`src/rtl/loader_pkg.sv`:
```
// Shared state encoding and protocol bytes for the UART bus loader.
package loader_pkg;

    typedef enum logic [3:0] {
        IDLE,
        GET_ADDR,
        GET_COUNT,
        GET_DATA,
        GET_SUM,
        BUS_WR,
        BUS_RD,
        RD_WAIT,
        SEND,
        DONE_ACK,
        TIMEOUT
    } state_t;

    localparam logic [7:0] CMD_WRITE = 8'h57;
    localparam logic [7:0] CMD_READ  = 8'h52;
    localparam logic [7:0] RSP_ACK   = 8'h06;
    localparam logic [7:0] RSP_NAK   = 8'h15;

    function automatic logic [7:0] byte_sum(input logic [31:0] w);
        return w[7:0] + w[15:8] + w[23:16] + w[31:24];
    endfunction

endpackage

```
`src/rtl/loader_byte_if.sv`:
```
// UART byte handshakes for the loader: rx accept-lock with consume pulse,
// tx send pulse with a short busy holdoff.
module loader_byte_if (
    input  logic       clk,
    input  logic       reset_i,
    input  logic [7:0] rx_data_i,
    input  logic       rx_valid_i,
    output logic       rx_rd_o,
    output logic [7:0] tx_data_o,
    output logic       tx_wr_o,
    input  logic       tx_busy_i,
    output logic       byte_valid,
    output logic [7:0] byte_data,
    input  logic       byte_take,
    input  logic       send_req,
    input  logic [7:0] send_data,
    output logic       send_done
);

    logic       lock;
    logic [1:0] hold;
    logic       tx_ready;
    logic       accept;

    assign byte_valid = rx_valid_i && !lock;
    assign byte_data  = rx_data_i;
    assign accept     = byte_valid && byte_take;
    // The transmitter may not raise busy right away, so it is not trusted
    // until two cycles after our own pulse.
    assign tx_ready   = !tx_wr_o && (hold == 2'd0) && !tx_busy_i;
    assign send_done  = tx_wr_o;

    always_ff @(posedge clk or posedge reset_i) begin
        if (reset_i) begin
            rx_rd_o   <= 1'b0;
            lock      <= 1'b0;
            tx_wr_o   <= 1'b0;
            tx_data_o <= 8'h00;
            hold      <= 2'd0;
        end else begin
            rx_rd_o <= accept;
            if (accept)
                lock <= 1'b1;
            else if (!rx_valid_i)
                lock <= 1'b0;

            tx_wr_o <= send_req && tx_ready;
            if (send_req && tx_ready) begin
                tx_data_o <= send_data;
                hold      <= 2'd2;
            end else if (!tx_wr_o && hold != 2'd0) begin
                hold <= hold - 2'd1;
            end
        end
    end

endmodule

```
`src/rtl/uart_bus_loader.sv`:
```
// UART-driven bus initiator for program load and debug peek.
// Define LOADER_CHECKSUM_EN to add a modulo-256 data sum to 'W' and 'R'.
module uart_bus_loader
    import loader_pkg::*;
#(
    parameter int FREQ_HZ        = 12000000,
    parameter int TIMEOUT_CYCLES = FREQ_HZ / 10,
    parameter int READ_LATENCY   = 1
) (
    input  logic        clk,
    input  logic        reset_i,
    input  logic [7:0]  rx_data_i,
    input  logic        rx_valid_i,
    output logic        rx_rd_o,
    output logic [7:0]  tx_data_o,
    output logic        tx_wr_o,
    input  logic        tx_busy_i,
    output logic        halt_o,
    output logic [31:0] addr_o,
    output logic        we_o,
    output logic [3:0]  wr_mask_o,
    output logic [31:0] data_out_o,
    input  logic [31:0] data_in_i
);

`ifdef LOADER_CHECKSUM_EN
    localparam logic [2:0] LAST_SEND = 3'd4;
`else
    localparam logic [2:0] LAST_SEND = 3'd3;
`endif

    state_t      state;
    logic        byte_valid;
    logic [7:0]  byte_data;
    logic        byte_take;
    logic        send_req;
    logic [7:0]  send_data;
    logic        send_done;
    logic        got;
    logic        in_get;
    logic        tmo;
    logic        is_rd;
    logic [31:0] sh;
    logic [31:0] word_n;
    logic [31:0] tcnt;
    logic [15:0] count;
    logic [2:0]  idx;
    logic [7:0]  lat;
    logic [7:0]  sum;

    loader_byte_if u_byte_if (
        .clk        (clk),
        .reset_i    (reset_i),
        .rx_data_i  (rx_data_i),
        .rx_valid_i (rx_valid_i),
        .rx_rd_o    (rx_rd_o),
        .tx_data_o  (tx_data_o),
        .tx_wr_o    (tx_wr_o),
        .tx_busy_i  (tx_busy_i),
        .byte_valid (byte_valid),
        .byte_data  (byte_data),
        .byte_take  (byte_take),
        .send_req   (send_req),
        .send_data  (send_data),
        .send_done  (send_done)
    );

    assign in_get    = state inside {GET_ADDR, GET_COUNT, GET_DATA, GET_SUM};
    assign byte_take = in_get || (state == IDLE);
    assign got       = byte_valid && byte_take;
    assign word_n    = {byte_data, sh[31:8]};
    assign tmo       = in_get && !got && (tcnt == 32'(TIMEOUT_CYCLES - 1));

    always_ff @(posedge clk or posedge reset_i) begin
        if (reset_i) begin
            state      <= IDLE;
            halt_o     <= 1'b0;
            addr_o     <= 32'h0;
            we_o       <= 1'b0;
            wr_mask_o  <= 4'h0;
            data_out_o <= 32'h0;
            send_req   <= 1'b0;
            send_data  <= 8'h00;
            is_rd      <= 1'b0;
            sh         <= 32'h0;
            tcnt       <= 32'h0;
            count      <= 16'h0;
            idx        <= 3'd0;
            lat        <= 8'h0;
            sum        <= 8'h00;
        end else begin
            tcnt <= (in_get && !got) ? tcnt + 32'd1 : 32'h0;
            if (tmo) begin
                send_req  <= 1'b1;
                send_data <= RSP_NAK;
                state     <= TIMEOUT;
            end else begin
                unique case (state)
                    IDLE: if (got) begin
                        idx   <= 3'd0;
                        sum   <= 8'h00;
                        is_rd <= (byte_data == CMD_READ);
                        if (byte_data == CMD_WRITE || byte_data == CMD_READ) begin
                            halt_o <= 1'b1;
                            state  <= GET_ADDR;
                        end else begin
                            send_req  <= 1'b1;
                            send_data <= RSP_NAK;
                            state     <= DONE_ACK;
                        end
                    end
                    GET_ADDR: if (got) begin
                        sh  <= word_n;
                        idx <= idx + 3'd1;
                        if (idx == 3'd3) begin
                            idx    <= 3'd0;
                            addr_o <= {word_n[31:2], 2'b00};
                            state  <= is_rd ? BUS_RD : GET_COUNT;
                        end
                    end
                    GET_COUNT: if (got) begin
                        sh  <= word_n;
                        idx <= idx + 3'd1;
                        if (idx == 3'd1) begin
                            idx   <= 3'd0;
                            count <= word_n[31:16];
                            if (word_n[31:16] != 16'h0) begin
                                state <= GET_DATA;
                            end else begin
`ifdef LOADER_CHECKSUM_EN
                                state <= GET_SUM;
`else
                                send_req  <= 1'b1;
                                send_data <= RSP_ACK;
                                state     <= DONE_ACK;
`endif
                            end
                        end
                    end
                    GET_DATA: if (got) begin
                        sh  <= word_n;
                        sum <= sum + byte_data;
                        idx <= idx + 3'd1;
                        if (idx == 3'd3) begin
                            idx        <= 3'd0;
                            data_out_o <= word_n;
                            we_o       <= 1'b1;
                            wr_mask_o  <= 4'hF;
                            state      <= BUS_WR;
                        end
                    end
                    BUS_WR: begin
                        we_o      <= 1'b0;
                        wr_mask_o <= 4'h0;
                        addr_o    <= addr_o + 32'd4;
                        count     <= count - 16'd1;
                        if (count != 16'd1) begin
                            state <= GET_DATA;
                        end else begin
`ifdef LOADER_CHECKSUM_EN
                            state <= GET_SUM;
`else
                            send_req  <= 1'b1;
                            send_data <= RSP_ACK;
                            state     <= DONE_ACK;
`endif
                        end
                    end
`ifdef LOADER_CHECKSUM_EN
                    GET_SUM: if (got) begin
                        send_req  <= 1'b1;
                        send_data <= (byte_data == sum) ? RSP_ACK : RSP_NAK;
                        state     <= DONE_ACK;
                    end
`endif
                    BUS_RD: begin
                        lat   <= 8'd1;
                        state <= RD_WAIT;
                    end
                    RD_WAIT: begin
                        if (lat == 8'(READ_LATENCY)) begin
                            sh        <= {8'h00, data_in_i[31:8]};
                            sum       <= byte_sum(data_in_i);
                            send_req  <= 1'b1;
                            send_data <= data_in_i[7:0];
                            idx       <= 3'd0;
                            state     <= SEND;
                        end else begin
                            lat <= lat + 8'd1;
                        end
                    end
                    SEND: if (send_done) begin
                        idx <= idx + 3'd1;
                        sh  <= {8'h00, sh[31:8]};
                        if (idx == LAST_SEND) begin
                            send_data <= RSP_ACK;
                            state     <= DONE_ACK;
                        end else if (idx == 3'd3) begin
                            send_data <= sum;
                        end else begin
                            send_data <= sh[7:0];
                        end
                    end
                    DONE_ACK, TIMEOUT: if (send_done) begin
                        send_req <= 1'b0;
                        halt_o   <= 1'b0;
                        state    <= IDLE;
                    end
                    default: state <= IDLE;
                endcase
            end
        end
    end

endmodule
```
`config.mk`:
```
export PLATFORM = sky130hd
export DESIGN_NAME = uart_bus_loader
export DESIGN_NICKNAME = d
export VERILOG_FILES = /design/src/rtl/loader_pkg.sv /design/src/rtl/loader_byte_if.sv /design/src/rtl/uart_bus_loader.sv
export SDC_FILE = /design/constraint.sdc
export NUM_CORES = 1
export LEC_CHECK = 0
export CORE_MARGIN = 3
export CORE_UTILIZATION = 35
export CTS_CLUSTER_DIAMETER = 80
export DETAILED_ROUTE_END_ITERATION = 6
export PLACE_DENSITY = 0.62
export SLEW_MARGIN = 10
export SYNTH_ARGS = -nofsm -noshare
export SYNTH_HDL_FRONTEND = slang
export SYNTH_SLANG_ARGS = --single-unit
```
`constraint.sdc`:
```
create_clock -name clk -period 8.1 [get_ports clk]
set_input_delay 1.62 -clock clk [delete_from_list [all_inputs] [get_ports clk]]
set_output_delay 1.62 -clock clk [all_outputs]
set_load 0.01 [all_outputs]
```
==> results.cfg, run 1 <==
[setup_path]
max_stage_delay_ps = 510
crit_chain = clkdlybuf4s50_1 -> or3_1 -> or4b_1 -> o21ai_0 -> a31oi_4 -> mux2_4
cp_max_fo = 5
worst_path_dominant_cell_family = simple AND/OR/NAND/NOR gates
critPathRequiredTime_ps = 8420
path_buf_inv = 1
crit_arrival_ps = 4190
rrSetupSlack_ps = 4750
worst-setup-path-type = in2reg
crit_slowest_cell = clkdlybuf4s50_1
cp-start-kind = input pin
endpoint_kind = flop

[clock_network]
insertion_delay_ps = 440
cts_max_path_buffers = 2
clk_pin_slew_ps = 70
cts_buffers = 17
cts-root-buf = clkbuf_16
cts_hold_buf = 0
cts.sinks = 182
htreeDepth = 4
cts_tree = built
cts_resized = 0
post_cts_buffers = 0

[global_route]
grt_max_degree = 105
overflow = 0
grt_antenna_before_repair = 0
grt_first_pass_wirelength_um = 42100
track_usage_pct = 17.3
grt_pass1_vias = 7487

[power]
pwr-share-seq_pct = 42.5
swShare_pct = 37.3
p_leak_nw = 4.96
intPower_mw = 2.25
peakVddDrop_v = 0.000158
switching_power_mw = 1.34
clock_power_share_pct = 23.8
p_total_mw = 3.59
combPwrFrac_pct = 33.7
cellPowerDensity_mw_per_mm2 = 303

[synthesis]
ys.flop_type = dfrtp_1
synthSimpleGateAreaFrac_pct = 20.1
synth_mux_area_share_pct = 9.26
syn-mean-instance-area_um2 = 9.69
synth_cells = 1007
yosysWarnings = 0
synth_area_mm2 = 0.00976
async_reset_ff_share_pct = 100
synthAdderAreaFrac_pct = 1.41
ys_seq_area_share_pct = 46.7
synth_top_area_share_pct = 46.7
yosys.cell_types.count = 79
synth-xor-area-share_pct = 3.41
synth_top_family_by_area = simple AND/OR/NAND/NOR gates
synth_top_area_cell = dfrtp_1
synth-compound-area-share_pct = 14.7
synth_seq_cells = 182
netlist_top_cells_area = dfrtp_1, mux2_2, nand2_1
synth_edf_count = 0

[placement]
portBuffers = 121
dp_hpwl_um = 18300
place_area_mm2 = 0.0112
dp_cells = 1446
place_ws_ps = 3800
finalWeightedCongestion = 0.830

[sta]
setup_tns_ps = 0
worst-slew-pin-transition_ps = 1070
period_share_pct = 47.7
setup_viol = 0
finClkSkew_ps = 13.5
fmax_ghz = 0.259
hold_viol = 0
finalWorstSetupSlack_ps = 4230
slew_violations = 0
rsz0062_at_grt = no
slew_headroom_pct = 28.8
period_minus_slack_ps = 3870

[drt]
vias = 8046
wl_um = 26700
first_pass_iters = 5
drt-vias-per-instance = 5.44
drt_iter0_drc = 652
avgRoutedWirePerCell_um = 18.1
drc = 0
ant_nets = 0

[job]
cap_violations = 0

[floorplan]
start_util_pct = 35.9
core-area_mm2 = 0.0272
die_y_um = 173
die_x_um = 173
fp.dieArea_mm2 = 0.0299
io_pins = 124
num_rows = 60

[final_layout]
layout_commonest_cell = dfrtp_1
post_layout_nonfiller_instances = 1478
final_area_mm2 = 0.0118
final_cell_mix = dfrtp_1, clkdlybuf4s50_1, nand2_1
diodes = 0
area_growth_pct = 21.3
nNetsFinal = 1148
final_layout_size_suffix_gt1_share_pct = 9.95

[status]
status = completed

[worst_hold_path]
hold_path.class = reg2reg
-- layer usage --
| metal | vias to the layer above | GRT usage, % | share of wire, % |
|---|---|---|---|
| met5 | - | 0 | 0 |
| met3 | 29 | 3.54 | 4.9 |
| met1 | 3970 | 24.4 | 47 |
| met4 | 0 | 4.39 | 1.7 |
| li1 | 3813 | - | - |
| met2 | 234 | 27.2 | 46 |
-- stage by stage --
| step | hold WS, ps | util, % |
|---|---|---|
| final | 487 | 43.6 |
| after global routing | 512 | 43.6 |
| after CTS | 491 | 43.6 |
| after detailed placement | 475 | 41.4 |
| after global placement | 463 | 41.4 |
| after floorplan | 450 | - |
-- registers in the layout, indices dropped and copies added (netlist names) --
register             cells
data_out_o              32
sh                      32
tcnt                    32
addr_o                  30
count                   16
lat                      8
send_data                8
u_byte_if.tx_data_o      8
state                    4
idx                      3
u_byte_if.hold           2
halt_o                   1
is_rd                    1
send_req                 1
u_byte_if.lock           1
u_byte_if.rx_rd_o        1
u_byte_if.send_done      1
wr_mask_o                1
-- synthesized netlist by cell type (all sizes together) (8+ instances only) --
master	n
dfrtp	182
nand2	113
xnor2	9
and3	22
a21oi	48
a22oi	9
clkbuf	37
nand4	24
nor4	22
o21ai	60
buf	30
o22a	8
inv	33
mux2	70
nor3	21
a31oi	10
and4	9
ha	11
nor3b	8
nor2	91
xor2	29
nand3	29
mux2i	10
o22ai	15
-- worst paths after layout --
kind | start | to | cells past startpoint
max in group asynchronous | reset_i | sh[1]$_DFFE_PP0P_ | 3
min in group asynchronous | reset_i | u_byte_if.rx_rd_o$_DFF_PP0_ | 2
worst min register to register | data_out_o[24]$_DFFE_PP0P_ | data_out_o[24]$_DFFE_PP0P_ | 1
worst min-delay path | data_out_o[24]$_DFFE_PP0P_ | data_out_o[24]$_DFFE_PP0P_ | 1
worst max-delay path | rx_data_i[5] | send_data[3]$_DFFE_PP0P_ | 6
worst max register to register | state[2]$_DFFE_PP0P_ | send_data[3]$_DFFE_PP0P_ | 5
-- power by group through the flow --
stage	registers, mW	clock network (mW)	logic, mW
after CTS	1.52	0.873	1.22
after global placement	1.53	0	1.19
final	1.52	0.855	1.21
after detailed placement	1.53	0	1.21
after floorplan	1.41	0	0.807
after global routing	1.56	0.908	1.33
-- cell type report --
type,count,area [um^2]
Clock buffer,20,467
Clock inverter,12,136
Fill cell,2672,15300
Inverter,33,129
Multi-Input combinational cell,726,4790
Sequential cell,182,4550
Tap cell,372,465
Timing Repair Buffer,133,1300
-- logic make-up after synthesis --
group / count (synthesis)
AOI/OAI and AO/OA: 213
other: 1
buffers and inverters: 100
muxes: 80
xor gates and xnor gates: 38
adders and majority gates: 11
and+or+nand+nor: 382
DFF: 182
No activity file was read; power rests on OpenSTA's default activity.
==> run 2: changes to the inputs <==
- PLACE_DENSITY: 0.62 -> 0.64
- clock period: 8.1 -> 3.35 ns (I/O delays scaled with it)
==> results.cfg, run 2 (synthesis results as in run 1) <==
[final_layout]
area_growth_pct = 23.2
diodes = 0
fillers = 2688
final_cell_mix = dfrtp_1, clkdlybuf4s50_1, nand2_1
nNetsFinal = 1173
largestRegisters = data_out_o: 32 flops, sh: 32 flops, tcnt: 32 flops
layout_commonest_cell = dfrtp_1
final_layout_size_suffix_gt1_share_pct = 11.8

[floorplan]
start_util_pct = 35.9
die_y_um = 173
die_x_um = 173
num_rows = 60
fp.dieArea_mm2 = 0.0299
io_pins = 124
core-area_mm2 = 0.0272

[clock_network]
cts_tree = built
cts_buffers = 17
insertion_delay_ps = 440
cts_hold_buf = 0
clk_pin_slew_ps = 70
cts_max_path_buffers = 2
cts-root-buf = clkbuf_16
cts.sinks = 182
cts_resized = 0
post_cts_buffers = 0
htreeDepth = 4

[power]
p_leak_nw = 5.07
pwr-share-seq_pct = 42.0
clock_power_share_pct = 22.9
cellPowerDensity_mw_per_mm2 = 719
intPower_mw = 5.39
switching_power_mw = 3.24
swShare_pct = 37.5
combPwrFrac_pct = 35.2
peakVddDrop_v = 0.000435

[drt]
drc = 0
first_pass_iters = 5
drt-vias-per-instance = 5.42
avgRoutedWirePerCell_um = 18.0
ant_nets = 0
wl_um = 27000
drt_iter0_drc = 644
vias = 8141

[status]
status = completed

[setup_path]
worst-setup-path-type = reg2reg
crit_start = lat[1]$_DFFE_PP0P_
endpoint_kind = flop
crit_arrival_ps = 3080
critPathRequiredTime_ps = 3660
cp-start-kind = flop
cp_max_fo = 11
rr_startpoint = lat[1]$_DFFE_PP0P_
crit_chain = inv_1 -> ha_1 -> or4b_4 -> o41a_1 -> a211oi_4 -> a31oi_4 -> mux2_4
max_stage_delay_ps = 550
crit_slowest_cell = o41a_1

[placement]
portBuffers = 121
finalWeightedCongestion = 0.873
place_ws_ps = 258
dp_hpwl_um = 19200

[job]
cap_violations = 0

[global_route]
grt_first_pass_wirelength_um = 43600
grt_antenna_before_repair = 0
grt_pass1_vias = 7868
overflow = 0
grt_max_degree = 79
track_usage_pct = 18.0

[sta]
worst-slew-pin-transition_ps = 832
slew_violations = 0
setup_tns_ps = 0
finalWorstSetupSlack_ps = 587
period_share_pct = 82.5
rsz0062_at_grt = no
hold_viol = 0
setup_viol = 0
finClkSkew_ps = 15.6
fmax_ghz = 0.362
slew_headroom_pct = 44.3
period_minus_slack_ps = 2760

[worst_hold_path]
hold_path.class = reg2reg
hp-start = u_byte_if.hold[1]$_DFFE_PP0P_
## run 2: layout make-up
type | count | area (um^2) | share of cell area (%)
clock inverters | 13 | 126 | 1.05
clock buffers | 19 | 443 | 3.69
inverters | 33 | 128 | 1.06
repair buffers | 158 | 1510 | 12.6
flip-flops and latches | 182 | 4550 | 37.9
multi-input cells | 726 | 4790 | 39.8
well taps | 372 | 465 | 3.87
## run 2: final timing paths
path	slack (ps)	to	cells after the start
max	590	send_data[7]$_DFFE_PP0P_	7
min	480	u_byte_if.hold[1]$_DFFE_PP0P_	2
max reg2reg	590	send_data[7]$_DFFE_PP0P_	7
min reg2reg	480	u_byte_if.hold[1]$_DFFE_PP0P_	2
max in group asynchronous	2030	data_out_o[8]$_DFFE_PP0P_	3
min in group asynchronous	590	tcnt[18]$_DFF_PP0_	2
## run 2: metrics by stage
step | total power, mW | instance area, um^2 | util (%) | cells | hold slack [ps]
detailed placement | 6.69 | 11400 | 42.1 | 1471 | 475
CTS | 8.70 | 12000 | 44.2 | 1503 | 488
finish | 8.64 | 12000 | 44.2 | 1503 | 483
floorplan | 5.37 | 9770 | - | 1008 | 450
global placement | 6.63 | 11400 | 42.1 | 1471 | 465
global route | 9.22 | 12000 | 44.2 | 1503 | 514
## run 2: per-layer routing
| layer | global-route usage [%] | vias up | part of all wire (%) |
|---|---|---|---|
| li1 | - | 3874 | - |
| met1 | 24.9 | 3994 | 45 |
| met2 | 28.7 | 240 | 47 |
| met3 | 3.82 | 33 | 5.4 |
| met4 | 4.90 | 0 | 1.9 |
| met5 | 0 | - | 0 |
## run 2: critical path: cells and delay by family, from the launching register on
| kind | cells | cell delay [ps] |
|---|---|---|
| AOI/OAI and AO/OA | 3 | 1210 |
| buffers and inverters | 1 | 80 |
| muxes | 1 | 340 |
| and+or+nand+nor | 1 | 460 |
| adders and majority gates | 1 | 120 |
| DFF | 1 | 440 |
## run 2: power groups by stage
stage | clock [mW] | combinational, mW | sequential [mW]
after CTS | 2.02 | 3.07 | 3.61
after detailed placement | 0 | 3.04 | 3.65
final | 1.97 | 3.04 | 3.62
after global placement | 0 | 2.99 | 3.64
after floorplan | 0 | 1.95 | 3.42
after global routing | 2.11 | 3.38 | 3.73
==> run 3: changes to the inputs <==
- clock period: 3.35 -> 2.5 ns (I/O delays scaled with it)
==> results.cfg, run 3 (synthesis results as in run 1) <==
[setup_path]
worst-setup-path-type = reg2reg
crit_arrival_ps = 2760
rrSetupSlack_ps = 70
cp_max_fo = 4
endpoint_kind = flop
critPathRequiredTime_ps = 2830
crit_end = send_data[6]$_DFFE_PP0P_
reg2regPathDepth = 7
rr_startpoint = lat[1]$_DFFE_PP0P_
r2r_end = send_data[6]$_DFFE_PP0P_
crit_start = lat[1]$_DFFE_PP0P_
crit_chain = inv_1 -> ha_1 -> or4b_4 -> o41a_1 -> a211oi_4 -> a31oi_4 -> mux2_4
crit_slowest_cell = or4b_4
max_stage_delay_ps = 470
cp-start-kind = flop

[placement]
dp_hpwl_um = 20200
portBuffers = 121
finalWeightedCongestion = 0.894

[drt]
drc = 0
first_pass_iters = 5
avgRoutedWirePerCell_um = 17.8
drt_iter0_drc = 569
ant_nets = 0
vias = 8322
drt-vias-per-instance = 5.39
wl_um = 27600

[power]
p_leak_nw = 5.33
switching_power_mw = 4.50
pwr-share-seq_pct = 40.0
combPwrFrac_pct = 37.6
cellPowerDensity_mw_per_mm2 = 958
intPower_mw = 7.45
swShare_pct = 37.6
p_total_mw = 12.0
clock_power_share_pct = 22.4
peakVddDrop_v = 0.000604

[floorplan]
die_y_um = 173
fp.dieArea_mm2 = 0.0299
num_rows = 60
start_util_pct = 35.9
die_x_um = 173
core-area_mm2 = 0.0272
io_pins = 124

[sta]
worst-slew-pin-transition_ps = 990
fmax_ghz = 0.412
setup_tns_ps = 0
setup_viol = 0
slew_headroom_pct = 33.7
finClkSkew_ps = 19.9
hold_viol = 0
whs_ps = 364
period_share_pct = 97.1
period_minus_slack_ps = 2430
slew_violations = 0
rsz0062_at_grt = no

[global_route]
grt_max_degree = 77
overflow = 0
track_usage_pct = 18.2
grt_pass1_vias = 8290
grt_first_pass_wirelength_um = 44700
grt_antenna_before_repair = 0

[clock_network]
post_cts_buffers = 0
cts_max_path_buffers = 2
cts-root-buf = clkbuf_16
cts.sinks = 182
cts_resized = 0
cts_hold_buf = 0
clk_pin_slew_ps = 70
insertion_delay_ps = 450
htreeDepth = 4
cts_buffers = 17
cts_tree = built

[worst_hold_path]
hold_path.class = in2async

[final_layout]
final_cell_mix = dfrtp_1, clkdlybuf4s50_1, nand2_1
final_layout_size_suffix_gt1_share_pct = 15.2
largestRegisters = data_out_o: 32 flops, sh: 32 flops, tcnt: 32 flops
area_growth_pct = 27.9
diodes = 0
layout_commonest_cell = dfrtp_1
nNetsFinal = 1216
fillers = 2593

[job]
cap_violations = 0

[status]
status = completed
[run 3: cell types whose count changed in the layout (fill, tap and decap cells not counted), sizes merged]
cell	before	now
clkbuf	19	17
inv	42	38
buf	37	80
clkinvlp	2	1
clkinv	2	8
[run 3: per-stage QoR]
step                instance area, um^2  worst slack (ps)  instances  utilization, %
floorplan                          9770              -337       1008               -
global placement                  11900              -338       1514            43.7
detailed placement                11900              -309       1514            43.7
CTS                               12500              17.1       1545            45.9
global route                      12500              8.03       1545            45.9
finish                            12500              71.4       1545            45.9
[run 3: power by group through the flow]
stage | Combinational [mW] | Sequential [mW] | Clock, mW
finish | 4.49 | 4.79 | 2.68
global route | 4.92 | 4.90 | 2.85
CTS | 4.50 | 4.77 | 2.73
detailed placement | 4.48 | 4.81 | 0
global placement | 4.39 | 4.81 | 0
floorplan | 2.61 | 4.58 | 0
[run 3: per-layer routing]
metal / GRT usage (%) / vias to the layer above / routed length (um)
li1: - / 3942 / -
met1: 24.6 / 4069 / 12300
met2: 29.4 / 261 / 13000
met3: 3.69 / 50 / 1510
met4: 6.01 / 0 / 750
met5: 0 / - / 0
[run 3: area by class of cell]
type	instances	area, um^2	area share [%]
clock inverters	14	160	1.28
multi-input cells	726	4790	38.4
inverters	33	128	1.02
well taps	372	465	3.73
clock buffers	17	425	3.41
flip-flops and latches	182	4550	36.5
repair buffers	201	1950	15.6
[run 3: worst min-delay path by stage]
stage	end	slack [ps]	from	depth (start not counted)
floorplan	u_byte_if.hold[1]$_DFFE_PP0P_	450	u_byte_if.hold[1]$_DFFE_PP0P_	2
global placement	sh[6]$_DFFE_PP0P_	470	sh[6]$_DFFE_PP0P_	1
detailed placement	u_byte_if.hold[1]$_DFFE_PP0P_	470	u_byte_if.hold[1]$_DFFE_PP0P_	2
CTS	tcnt[10]$_DFF_PP0_	360	reset_i	2
global route	tcnt[10]$_DFF_PP0_	390	reset_i	2
finish	tcnt[12]$_DFF_PP0_	360	reset_i	2
[run 3: critical path: cells and delay by family, from the launching register on]
family | cells | cell delay, ps
mux | 1 | 330
fa+ha+maj | 1 | 120
simple gates | 1 | 470
flops | 1 | 380
compound gates | 3 | 960
buf+inv | 1 | 60
